**src/rtl/predictor_ctrl.sv**
```systemverilog
`default_nettype none
// ============================================================================
// Module      : predictor_ctrl
// Description : 2-bit saturating branch predictor table with a queued,
//               starvation-bounded update path sharing a single table port.
// Revision    : 1.0 - initial release
// ============================================================================
module predictor_ctrl #(
    parameter int IDX_W      = 4,
    parameter int QDEPTH     = 4,
    parameter int STARVE_LIM = 4
) (
    input  logic             clk,
    input  logic             rst,
    input  logic             lu_valid,
    input  logic [IDX_W-1:0] lu_idx,
    output logic             lu_ready,
    output logic             pred_valid,
    output logic             pred,
    input  logic             upd_valid,
    input  logic [IDX_W-1:0] upd_idx,
    input  logic             upd_taken,
    output logic             upd_ready,
    output logic             busy
);

    localparam int C_DEPTH = 2 ** IDX_W;
    localparam int C_PTR_W = (QDEPTH > 1) ? $clog2(QDEPTH) : 1;
    localparam int C_CNT_W = $clog2(QDEPTH + 1);
    localparam int C_ST_W  = $clog2(STARVE_LIM + 1);

    typedef enum logic [0:0] {
        S_INIT = 1'b0,
        S_RUN  = 1'b1
    } state_t;

    state_t              r_state;
    state_t              w_state_nxt;
    logic [IDX_W-1:0]    r_init_idx;
    logic [1:0]          r_tbl [C_DEPTH];

    logic [IDX_W-1:0]    r_q_idx [QDEPTH];
    logic                r_q_tkn [QDEPTH];
    logic [C_PTR_W-1:0]  r_wptr;
    logic [C_PTR_W-1:0]  r_rptr;
    logic [C_CNT_W-1:0]  r_count;
    logic [C_ST_W-1:0]   r_starve;
    logic                r_pred_valid;
    logic                r_pred;

    logic                w_run;
    logic                w_empty;
    logic                w_full;
    logic                w_force;
    logic                w_drain;
    logic                w_enq;
    logic                w_lu_acc;
    logic [IDX_W-1:0]    w_head_idx;
    logic [1:0]          w_head_cnt;
    logic [1:0]          w_head_new;
    logic                w_we;
    logic [IDX_W-1:0]    w_waddr;
    logic [1:0]          w_wdata;

    // Arbitration between lookup, drain and init for the single table port
    always_comb begin
        w_run      = (r_state == S_RUN);
        w_empty    = (r_count == '0);
        w_full     = (r_count == C_CNT_W'(QDEPTH));
        w_force    = w_full || (r_starve == C_ST_W'(STARVE_LIM));
        lu_ready   = w_run && !w_force;
        upd_ready  = w_run && !w_full;
        busy       = (r_state == S_INIT);
        w_lu_acc   = lu_valid && lu_ready;
        w_enq      = upd_valid && upd_ready;
        // A lookup only wins when it is valid and nothing forces a drain
        w_drain    = w_run && !w_empty && (!lu_valid || w_force);
        w_head_idx = r_q_idx[r_rptr];
        w_head_cnt = r_tbl[w_head_idx];
        w_head_new = w_head_cnt;
        if (r_q_tkn[r_rptr]) begin
            if (w_head_cnt != 2'd3) w_head_new = w_head_cnt + 2'd1;
        end else begin
            if (w_head_cnt != 2'd0) w_head_new = w_head_cnt - 2'd1;
        end
        w_we    = busy || w_drain;
        w_waddr = busy ? r_init_idx : w_head_idx;
        w_wdata = busy ? 2'd3 : w_head_new;
    end

    // Next-state logic: INIT walks every entry once, then RUN forever
    always_comb begin
        w_state_nxt = r_state;
        if (r_state == S_INIT && r_init_idx == IDX_W'(C_DEPTH - 1)) begin
            w_state_nxt = S_RUN;
        end
    end

    // State register and init walker
    always_ff @(posedge clk) begin
        if (rst) begin
            r_state    <= S_INIT;
            r_init_idx <= '0;
        end else begin
            r_state <= w_state_nxt;
            if (r_state == S_INIT) r_init_idx <= r_init_idx + 1'b1;
        end
    end

    // Counter table write port; reset suppresses any in-flight drain write
    always_ff @(posedge clk) begin
        if (!rst && w_we) begin
            r_tbl[w_waddr] <= w_wdata;
        end
    end

    // Update queue storage; entries carry no reset, occupancy guards them
    always_ff @(posedge clk) begin
        if (w_enq) begin
            r_q_idx[r_wptr] <= upd_idx;
            r_q_tkn[r_wptr] <= upd_taken;
        end
    end

    // Queue pointers, occupancy and starvation counter
    always_ff @(posedge clk) begin
        if (rst) begin
            r_wptr   <= '0;
            r_rptr   <= '0;
            r_count  <= '0;
            r_starve <= '0;
        end else begin
            if (w_enq) begin
                r_wptr <= (r_wptr == C_PTR_W'(QDEPTH - 1)) ? '0 : r_wptr + 1'b1;
            end
            if (w_drain) begin
                r_rptr <= (r_rptr == C_PTR_W'(QDEPTH - 1)) ? '0 : r_rptr + 1'b1;
            end
            if (w_enq && !w_drain) begin
                r_count <= r_count + 1'b1;
            end else if (!w_enq && w_drain) begin
                r_count <= r_count - 1'b1;
            end
            if (w_drain || w_empty) begin
                r_starve <= '0;
            end else if (r_starve != C_ST_W'(STARVE_LIM)) begin
                r_starve <= r_starve + 1'b1;
            end
        end
    end

    // Prediction result: one-cycle valid pulse, direction held between lookups
    always_ff @(posedge clk) begin
        if (rst) begin
            r_pred_valid <= 1'b0;
            r_pred       <= 1'b0;
        end else begin
            r_pred_valid <= w_lu_acc;
            if (w_lu_acc) r_pred <= r_tbl[lu_idx][1];
        end
    end

    assign pred_valid = r_pred_valid;
    assign pred       = r_pred;

endmodule
`default_nettype wire

```
**config.mk**
```make
export PLATFORM = sky130hd
export DESIGN_NAME = predictor_ctrl
export DESIGN_NICKNAME = d
export VERILOG_FILES = /design/src/rtl/predictor_ctrl.sv
export SDC_FILE = /design/constraint.sdc
export NUM_CORES = 1
export LEC_CHECK = 0
export BUFFER_PORTS_ARGS = -buffer_cell sky130_fd_sc_hd__buf_2
export CAP_MARGIN = 20
export CORE_AREA = 2 2 88 90
export DETAILED_ROUTE_END_ITERATION = 7
export DIE_AREA = 0 0 90 92
export PLACE_DENSITY = 0.64
export SETUP_SLACK_MARGIN = 0.02
export SYNTH_ARGS = -nofsm -noshare
export SYNTH_HDL_FRONTEND = slang
export SYNTH_SLANG_ARGS = --single-unit
```
**constraint.sdc**
```tcl
create_clock -name clk -period 2.5 [get_ports clk]
set_input_delay 0 -clock clk [delete_from_list [all_inputs] [get_ports clk]]
set_output_delay 0 -clock clk [all_outputs]
set_load 0.02 [all_outputs]
```
==> results.json <==
{
  "maxSlewViolCount": 0,
  "rsz0062_at_grt": "true",
  "synthCells": 234,
  "layout_common_cells": "edfxtp_1, mux2i_1, nor2_1",
  "nets": 300,
  "max_stage_delay_ns": 0.52,
  "portBuffers": 17,
  "slew_headroom_pct": 75.4,
  "finClkSkew_ns": 0.00934,
  "total_leakage_power_nw": 1.41,
  "finalSetupViolations": 0,
  "cpMostUsedCell": "mux2i_1",
  "place_congestion": 0.760,
  "gr-total-overflow": 0,
  "cts_buffers": 9,
  "initial_core_util_pct": 43.3,
  "area_growth_syn_to_layout_pct": 18.1,
  "hold_violations": 0,
  "fmax_ghz": 0.409,
  "cts_root_buf": "clkbuf_8",
  "via_per_inst": 5.06,
  "grt_max_degree": 18,
  "grt_pass1_wl_um": 9370,
  "core_area_mm2": 0.00745,
  "status": "finished, final reports clean",
  "antenna_left": 0,
  "clk_pin_slew_ns": 0.07,
  "path_cells": "mux4_2 -> buf_12 -> mux2i_1 -> mux2i_1 -> mux2i_1 -> mux2_4 -> maj3_2 -> nand2_1 -> buf_4",
  "p_per_area_mw_per_mm2": 587,
  "drv_cap": 0,
  "diodes": 0,
  "yosysWarnings": 0,
  "htree_levels": 3,
  "drt-initial-drc-count": 114,
  "cts_max_path_buffers": 2,
  "synth_nets": 257,
  "arrival_ns": 2.65,
  "period_needed_ns": 2.44,
  "synth_area_per_cell_um2": 13.8,
  "wl_met3_um": 166,
  "start_kind": "register",
  "place_area_mm2": 0.00349,
  "antenna_found_initial": 0,
  "dpl.hpwl_um": 4320,
  "cp_slowest_cell": "mux4_2",
  "post-route-period-util_pct": 97.7,
  "die_height_um": 92,
  "cp_max_fo": 14,
  "hold_path_class": "input pin to register",
  "first_pass_iters": 4,
  "max-vdd-ir-drop_mv": 0.288,
  "first_global_vias": 1903,
  "netlist_area_mm2": 0.00322,
  "worstSetupEndpointType": "register",
  "highest_layer": "met4",
  "wl_met2_um": 3070,
  "num_vias": 1942,
  "postLayoutCellArea_mm2": 0.00380,
  "row_count": 32,
  "synth-seq-area-share_pct": 60.2,
  "drc": 0,
  "drive_gt1_share_pct": 23.8,
  "ys_types": 31,
  "cts_tree": "built",
  "wl_um": 5960,
  "tightest_slew_ns": 0.366,
  "cts.sinks": 71,
  "report.power.total_mw": 2.23,
  "wl_per_cell_um": 15.5,
  "dieWidth_um": 90,
  "ys_ff_latch": 71,
  "wl_met1_um": 2600,
  "fp.dieArea_mm2": 0.00828,
  "layout_commonest_cell": "edfxtp_1",
  "grtUsageTotal_pct": 15.3,
  "cp_data_required_time_ns": 2.70,
  "setup.worst_path.class": "register to register",
  "ios": 18,
  "clk_latency_ns": 0.34
}
## timing repair
item                                   in CTS  in global routing
gates cloned                                0                  0
endpoints found under the hold margin      21                  0
setup endpoints to repair                  32                 32
buffers inserted                            1                  2
pin swaps                                   1                  1
resized for setup                           2                  6
hold buffers                                6                  0
## flip-flops by register name, indices dropped and copies added (netlist names), named ones only
name / flops
pred: 1
pred_valid: 1
r_count: 3
r_init_idx: 4
r_q_idx: 16
r_q_tkn: 4
r_rptr: 2
r_starve: 3
r_state: 1
r_tbl: 32
r_wptr: 2
## report_power, final
group	switching (mW)	leakage [nW]	total, mW	internal (mW)
Clock	0.433	0.0992	0.895	0.461
Sequential	0.00516	0.580	1.26	1.26
Combinational	0.0430	0.730	0.0763	0.0333
Total	0.481	1.41	2.23	1.75
## routing by layer
metal  vias to the layer above  track usage [%]
met4                         0             8.85
met5                         -                0
met1                       946             18.5
met3                        12             2.88
li1                        942                -
met2                        42             25.7
## per-stage QoR
stage	util (%)	std cells	TNS (ns)	hold WS, ns	setup WS [ns]
2_1_floorplan	-	234	0	0.0989	0.0126
3_3_place_gp	46.9	359	-1.25	0.215	-0.0783
3_5_place_dp	46.9	359	-2.85	0.226	-0.178
4_1_cts	50.8	382	0	0.0127	0.0319
5_1_grt	51.1	384	-0.755	0.0241	-0.0431
6_report	51.1	384	0	0.0173	0.0570
## Yosys cell counts, drive strengths merged
master	instances	area share (%)
clkbuf	3	0.35
edfxtp	52	48
buf	4	1.6
and3	4	0.78
a31oi	1	0.19
a21oi	7	1.1
nand2b	1	0.19
inv	10	1.2
nand3	3	0.47
a21o	1	0.27
maj3	1	0.35
o21ai	2	0.31
nor2	33	3.8
mux2	2	0.70
and2	1	0.19
nand2	15	1.7
or3	1	0.19
dfxtp	19	12
o22ai	2	0.39
mux2i	36	11
nor3	6	0.93
mux4	10	7.3
xor2	2	0.54
xnor2	3	0.82
ha	9	3.5
fa	1	0.62
nand3b	2	0.47
nor2b	3	0.58
## cell type report
cell class / count / area, um^2
Clock buffer: 9 / 124
Fill cell: 696 / 3640
Timing Repair Buffer: 39 / 290
Sequential cell: 71 / 1950
Tap cell: 102 / 128
Multi-Input combinational cell: 146 / 1210
Clock inverter: 7 / 73.8
Inverter: 10 / 37.5
## path summary, 6_finish.rpt
path                     startpoint               endpoint  slack (ns)  cells after the start
setup / recovery           register  r_tbl[1][0]$_DFFE_PP_        0.06                      9
hold / removal                  rst      pred$_SDFFE_PP0P_        0.02                      2
setup reg to reg           register  r_tbl[1][0]$_DFFE_PP_        0.06                      9
hold reg to reg   pred$_SDFFE_PP0P_      pred$_SDFFE_PP0P_        0.50                      2
## critical path: cells and delay by family, from the launching register on
kind / cells / cell delay, ns
AND/OR/NAND/NOR: 1 / 0.09
flip-flops: 1 / 0.37
multiplexers: 5 / 1.21
adder cells (fa/ha/maj): 1 / 0.30
buffers and inverters: 2 / 0.32
## cell families after synthesis
kind of cell,after synthesis,share of synthesized area [%]
compound gates,13,2.25
xor+xnor,5,1.36
fa+ha+maj,11,4.46
buf+inv,17,3.07
flops,71,60.2
mux,48,19.2
simple gates,69,9.39
Power figures use the tool's default switching activity.
